## src/rtl/fsm_symbol_decoder.sv

```systemverilog
// rtl/fsm_symbol_decoder.sv - receive decoder for 3-cycle start/data/guard serial symbols
//
// Acquires symbol alignment from a 0-to-1 edge on din, recovers one data bit
// per symbol (1,b,0), packs bits MSB-first into WORD_W-bit words and presents
// them on a valid/ready handshake. Framing violations drop alignment, discard
// the partial word and bump a saturating error counter.
//
// Ports:
//   clk         rising-edge clock, din sampled every edge
//   rst_n       asynchronous active-low reset
//   din         serial line from the encoder
//   sym_bit     last decoded bit, meaningful while sym_valid=1
//   sym_valid   one-cycle pulse per good symbol
//   data_out    assembled word, first received bit in the MSB
//   data_valid  high while data_out holds an unconsumed word
//   data_ready  consumer accept
//   locked      high while symbol alignment is held
//   frame_err   one-cycle pulse per framing violation
//   overrun     one-cycle pulse when a completed word is dropped
//   err_count   saturating framing error count
module fsm_symbol_decoder #(
  parameter int WORD_W = 8,
  parameter int ERR_W  = 8
) (
  input  logic              clk,
  input  logic              rst_n,
  input  logic              din,
  output logic              sym_bit,
  output logic              sym_valid,
  output logic [WORD_W-1:0] data_out,
  output logic              data_valid,
  input  logic              data_ready,
  output logic              locked,
  output logic              frame_err,
  output logic              overrun,
  output logic [ERR_W-1:0]  err_count
);

  localparam int CNT_W = $clog2(WORD_W);
  localparam logic [CNT_W-1:0] LAST_BIT = CNT_W'(WORD_W - 1);

  typedef enum logic [1:0] {
    HUNT  = 2'd0,
    DATA  = 2'd1,
    GUARD = 2'd2,
    START = 2'd3
  } state_t;

  state_t              state;
  logic                prev;
  logic                cand;
  // Holds the first WORD_W-1 bits of a word; the last bit is appended on load.
  logic [WORD_W-2:0]   shreg;
  logic [CNT_W-1:0]    cnt;

  logic                good_sym;
  logic                bad_sym;
  logic [WORD_W-1:0]   word_next;

  assign good_sym  = (state == GUARD) && !din;
  assign bad_sym   = ((state == GUARD) && din) || ((state == START) && !din);
  assign word_next = {shreg, cand};

  always_ff @(posedge clk or negedge rst_n) begin
    if (!rst_n) begin
      state      <= HUNT;
      prev       <= 1'b1;   // stuck-high line must not look like a rising edge
      cand       <= 1'b0;
      shreg      <= '0;
      cnt        <= '0;
      sym_bit    <= 1'b0;
      sym_valid  <= 1'b0;
      data_out   <= '0;
      data_valid <= 1'b0;
      locked     <= 1'b0;
      frame_err  <= 1'b0;
      overrun    <= 1'b0;
      err_count  <= '0;
    end else begin
      prev      <= din;
      sym_valid <= 1'b0;
      frame_err <= 1'b0;
      overrun   <= 1'b0;

      // Consumption; a same-cycle load below overrides this.
      if (data_valid && data_ready) begin
        data_valid <= 1'b0;
      end

      case (state)
        HUNT:    if (din && !prev) state <= DATA;
        DATA: begin
          cand  <= din;
          state <= GUARD;
        end
        GUARD:   state <= din ? HUNT : START;
        START:   state <= din ? DATA : HUNT;
        default: state <= HUNT;
      endcase

      if (good_sym) begin
        sym_valid <= 1'b1;
        sym_bit   <= cand;
        locked    <= 1'b1;
        if (cnt == LAST_BIT) begin
          cnt   <= '0;
          shreg <= '0;
          if (!data_valid || data_ready) begin
            data_out   <= word_next;
            data_valid <= 1'b1;
          end else begin
            overrun <= 1'b1;
          end
        end else begin
          cnt   <= cnt + CNT_W'(1);
          shreg <= word_next[WORD_W-2:0];
        end
      end

      if (bad_sym) begin
        frame_err <= 1'b1;
        locked    <= 1'b0;
        cnt       <= '0;
        shreg     <= '0;
        if (err_count != '1) begin
          err_count <= err_count + ERR_W'(1);
        end
      end
    end
  end

endmodule

```

## config.mk

```make
export PLATFORM = sky130hd
export DESIGN_NAME = fsm_symbol_decoder
export DESIGN_NICKNAME = d
export VERILOG_FILES = /design/src/rtl/fsm_symbol_decoder.sv
export SDC_FILE = /design/constraint.sdc
export NUM_CORES = 1
export LEC_CHECK = 0
export CAP_MARGIN = 30
export CORE_MARGIN = 2
export CORE_UTILIZATION = 35
export CTS_BUF_LIST = sky130_fd_sc_hd__clkbuf_16
export DETAILED_ROUTE_END_ITERATION = 8
export GPL_ROUTABILITY_DRIVEN = 1
export GPL_TIMING_DRIVEN = 0
export PLACE_DENSITY = 0.64
export SLEW_MARGIN = 40
export SYNTH_ARGS = -nofsm -noshare
export SYNTH_HDL_FRONTEND = slang
export SYNTH_SLANG_ARGS = --single-unit
export TNS_END_PERCENT = 10
```

## constraint.sdc

```tcl
create_clock -name clk -period 1.8 [get_ports clk]
set_clock_uncertainty 0.2 [all_clocks]
set_input_delay 0.27 -clock clk [delete_from_list [all_inputs] [get_ports clk]]
set_output_delay 0.27 -clock clk [all_outputs]
set_load 0.005 [all_outputs]
```

==> results of run 1 <==
==> state kept, by name, summed over array words and instances (netlist names) <==
register,flops
sym_bit,1
data_out,8
locked,1
state,2
prev,1
cnt,3
cand,1
data_valid,1
err_count,8
sym_valid,1
shreg,7
frame_err,1
overrun,1
==> layer usage <==
layer / GRT usage [%] / vias to the layer above / wire [um]
met5: 0 / - / 0
li1: - / 482 / -
met2: 19.4 / 26 / 1280
met1: 16.1 / 479 / 1250
met4: 6.54 / 0 / 59
met3: 4.24 / 9 / 132
==> through the flow <==
| stage | utilization, % | instances | setup slack, ns | cell area (um2) | power (mW) |
|---|---|---|---|---|---|
| 2_1_floorplan | - | 114 | 0.0357 | 1490 | 1.51 |
| 3_3_place_gp | 44.6 | 189 | -0.490 | 1800 | 1.79 |
| 3_5_place_dp | 45.2 | 190 | -0.533 | 1820 | 1.83 |
| 4_1_cts | 51.5 | 199 | -0.106 | 2070 | 3.13 |
| 5_1_grt | 52.8 | 203 | 0.000819 | 2130 | 3.33 |
| 6_report | 52.8 | 203 | 0.0532 | 2130 | 3.15 |
==> layout make-up <==
type,instances,share of cell area [%]
sequential,36,42.5
multi-input combinational,73,28.4
timing repair buffer,32,15.0
clock buffer,5,5.88
clock inverter,3,4.24
tap,50,2.94
inverter,3,0.765
buffer,1,0.353
==> worst paths after layout <==
check / from / endpoint / slack, ns
max in group asynchronous: rst_n / prev$_DFF_PN1_ / 0.64
worst max-delay path: state[0]$_DFFE_PN0P_ / data_out[3]$_DFFE_PN0P_ / 0.05
worst min-delay path: din / prev$_DFF_PN1_ / 0.17
worst min register to register: sym_bit$_DFFE_PN0P_ / sym_bit$_DFFE_PN0P_ / 0.30
min in group asynchronous: rst_n / data_out[5]$_DFFE_PN0P_ / 0.24
worst max register to register: state[0]$_DFFE_PN0P_ / data_out[3]$_DFFE_PN0P_ / 0.05
==> what timing repair did <==
item / 4_1_cts / 5_1_grt
endpoints found under the setup margin: 19 / 17
setup buffers: 0 / 5
cloned: 0 / 0
hold buffers: 1 / 0
resized for setup: 7 / 9
endpoints found under the hold margin: 14 / 0
pin swaps: 1 / 2
==> Yosys cell counts, types with 3 or more instances <==
library cell | number | area share, %
dfrtp_1 | 35 | 59
nand2_1 | 16 | 4.0
mux2_2 | 15 | 11
a22o_1 | 7 | 4.1
o21ai_0 | 4 | 1.3
ha_1 | 3 | 2.5
nor2_1 | 3 | 0.76
nor4b_1 | 3 | 1.8
==> report_power, final <==
part | switching [mW] | internal (mW) | total, mW
Clock | 0.313 | 0.933 | 1.25
Combinational | 0.337 | 0.424 | 0.761
Sequential | 0.156 | 0.991 | 1.15
==> cells by family (layout without fill, tap and decap cells) <==
logic type | Yosys count | count (layout)
xor gates and xnor gates | 3 | 3
DFF | 36 | 36
muxes | 16 | 16
AOI/OAI and AO/OA | 16 | 16
and+or+nand+nor | 35 | 35
adders and majority gates | 3 | 3
buffers and inverters | 5 | 44
==> results.py, run 1 <==
metrics = {
    "die": {
        "core_um2": 4030,
        "rows": 23,
        "fp.dieH_um": 69.1,
        "die_w_um": 69.1,
        "start_util_pct": 36.9,
        "num_io_pins": 26,
        "die_area_um2": 4780,
    },
    "sta": {
        "max_freq_ghz": 0.572,
        "slew_headroom_pct": 65.4,
        "tns_ns": 0,
        "worst_hold_slack_ns": 0.165,
        "slew_violations": 0,
        "post-route-period-util_pct": 97.0,
        "period_minus_slack_ns": 1.75,
        "hold_violations": 0,
        "tightest_slew_ns": 0.516,
        "rsz0062_at_grt": "true",
        "setup_violations": 0,
    },
    "cells_and_area": {
        "layout.nets": 159,
        "syn2layout_area_growth_pct": 43.2,
        "layout_common_cells": "dfrtp_1, clkdlybuf4s50_1, nand2_1, mux2_2, a22o_1",
        "ff_latch_area_um2": 903,
        "multi_input_area_um2": 603,
        "drive_gt1_share_pct": 29.4,
        "antennaDiodeCount": 0,
        "fillers": 341,
        "final_common_cell": "dfrtp_1",
    },
    "route": {
        "viasPerCell": 4.91,
        "vias": 996,
        "drcViolationCount": 0,
        "drt_iter0_markers": 89,
        "wl_per_cell_um": 13.4,
        "postRouteAntennaNets": 0,
        "wl_um": 2720,
        "drtPass1Iterations": 4,
    },
    "synth": {
        "synth_top_family_by_area": "simple AND/OR/NAND/NOR gates",
        "synth_seq_cells": 36,
        "yosysWarnings": 0,
        "ys_seq_area_share_pct": 60.7,
        "synthMuxAreaShare_pct": 12.1,
        "synth_compound_area_share_pct": 7.92,
        "postSynthCellCount": 114,
        "synth_enable_flop_cells": 0,
        "avgSynthCellArea_um2": 13.0,
        "syn_area_um2": 1490,
        "syn-num-nets": 121,
        "synthArstFlopShare_pct": 100,
        "synthAdderAreaFrac_pct": 2.53,
        "yosys.area_share.simple_pct": 12.8,
        "synth-xor-area-share_pct": 1.77,
        "ys_types": 30,
        "synth_flop_cell": "dfrtp_1",
    },
    "global_route": {
        "gr-total-overflow": 0,
        "grt_pass1_wl_um": 4790,
        "grt_start_max_net_pins": 23,
        "antenna_found_initial": 0,
        "grt_pass1_vias": 1024,
        "grt_usage_pct": 12.8,
    },
    "clocking": {
        "ctsRootBufferMaster": "clkbuf_16",
        "clk_pin_slew_worst_paths_ns": 0.05,
        "clockBufferDepth": 2,
        "htree_levels": 2,
        "cts_made_buffers": 5,
        "cts.sinks": 36,
        "cts_tree": "yes",
        "clk_latency_ns": 0.27,
    },
    "worst_hold_path": {
        "hold_class": "input pin to flip-flop",
        "hold_depth": 1,
    },
    "critical_path": {
        "path_buf_inv": 1,
        "slowest_delay_ns": 0.44,
        "cp_num_cells": 4,
        "rr_worst_depth": 4,
        "worstPathCellList": "or3b_4, clkinv_4, nand3_4, mux2_4",
        "worstSetupPathType": "flip-flop to flip-flop",
        "slowest_stage": "dfrtp_2",
        "critPathMaxFanout": 8,
        "worstPathRequired_ns": 1.76,
        "critPathTopFamily": "simple AND/OR/NAND/NOR gates",
        "worstSetupStartpointType": "flip-flop",
        "cp-end-kind": "flip-flop",
        "cp.arrival_ns": 1.71,
    },
    "power": {
        "power_density_nw_per_um2": 1480,
        "irDropWorstVdd_mv": 0.953,
        "power_leakage_nw": 0.961,
    },
    "place": {
        "gp_congestion": 0.729,
        "dp_hpwl_um": 1860,
        "port_buffers": 25,
    },
    "outcome": {
        "status": "completed",
    },
    "job": {
        "drv_cap": 0,
    },
}
No activity file was read; power rests on OpenSTA's default activity.
==> inputs of run 2 (changes only) <==
- CAP_MARGIN: 30 -> default
==> results of run 2 <==
Final layout, timing and power as in run 1 (identical DEF).
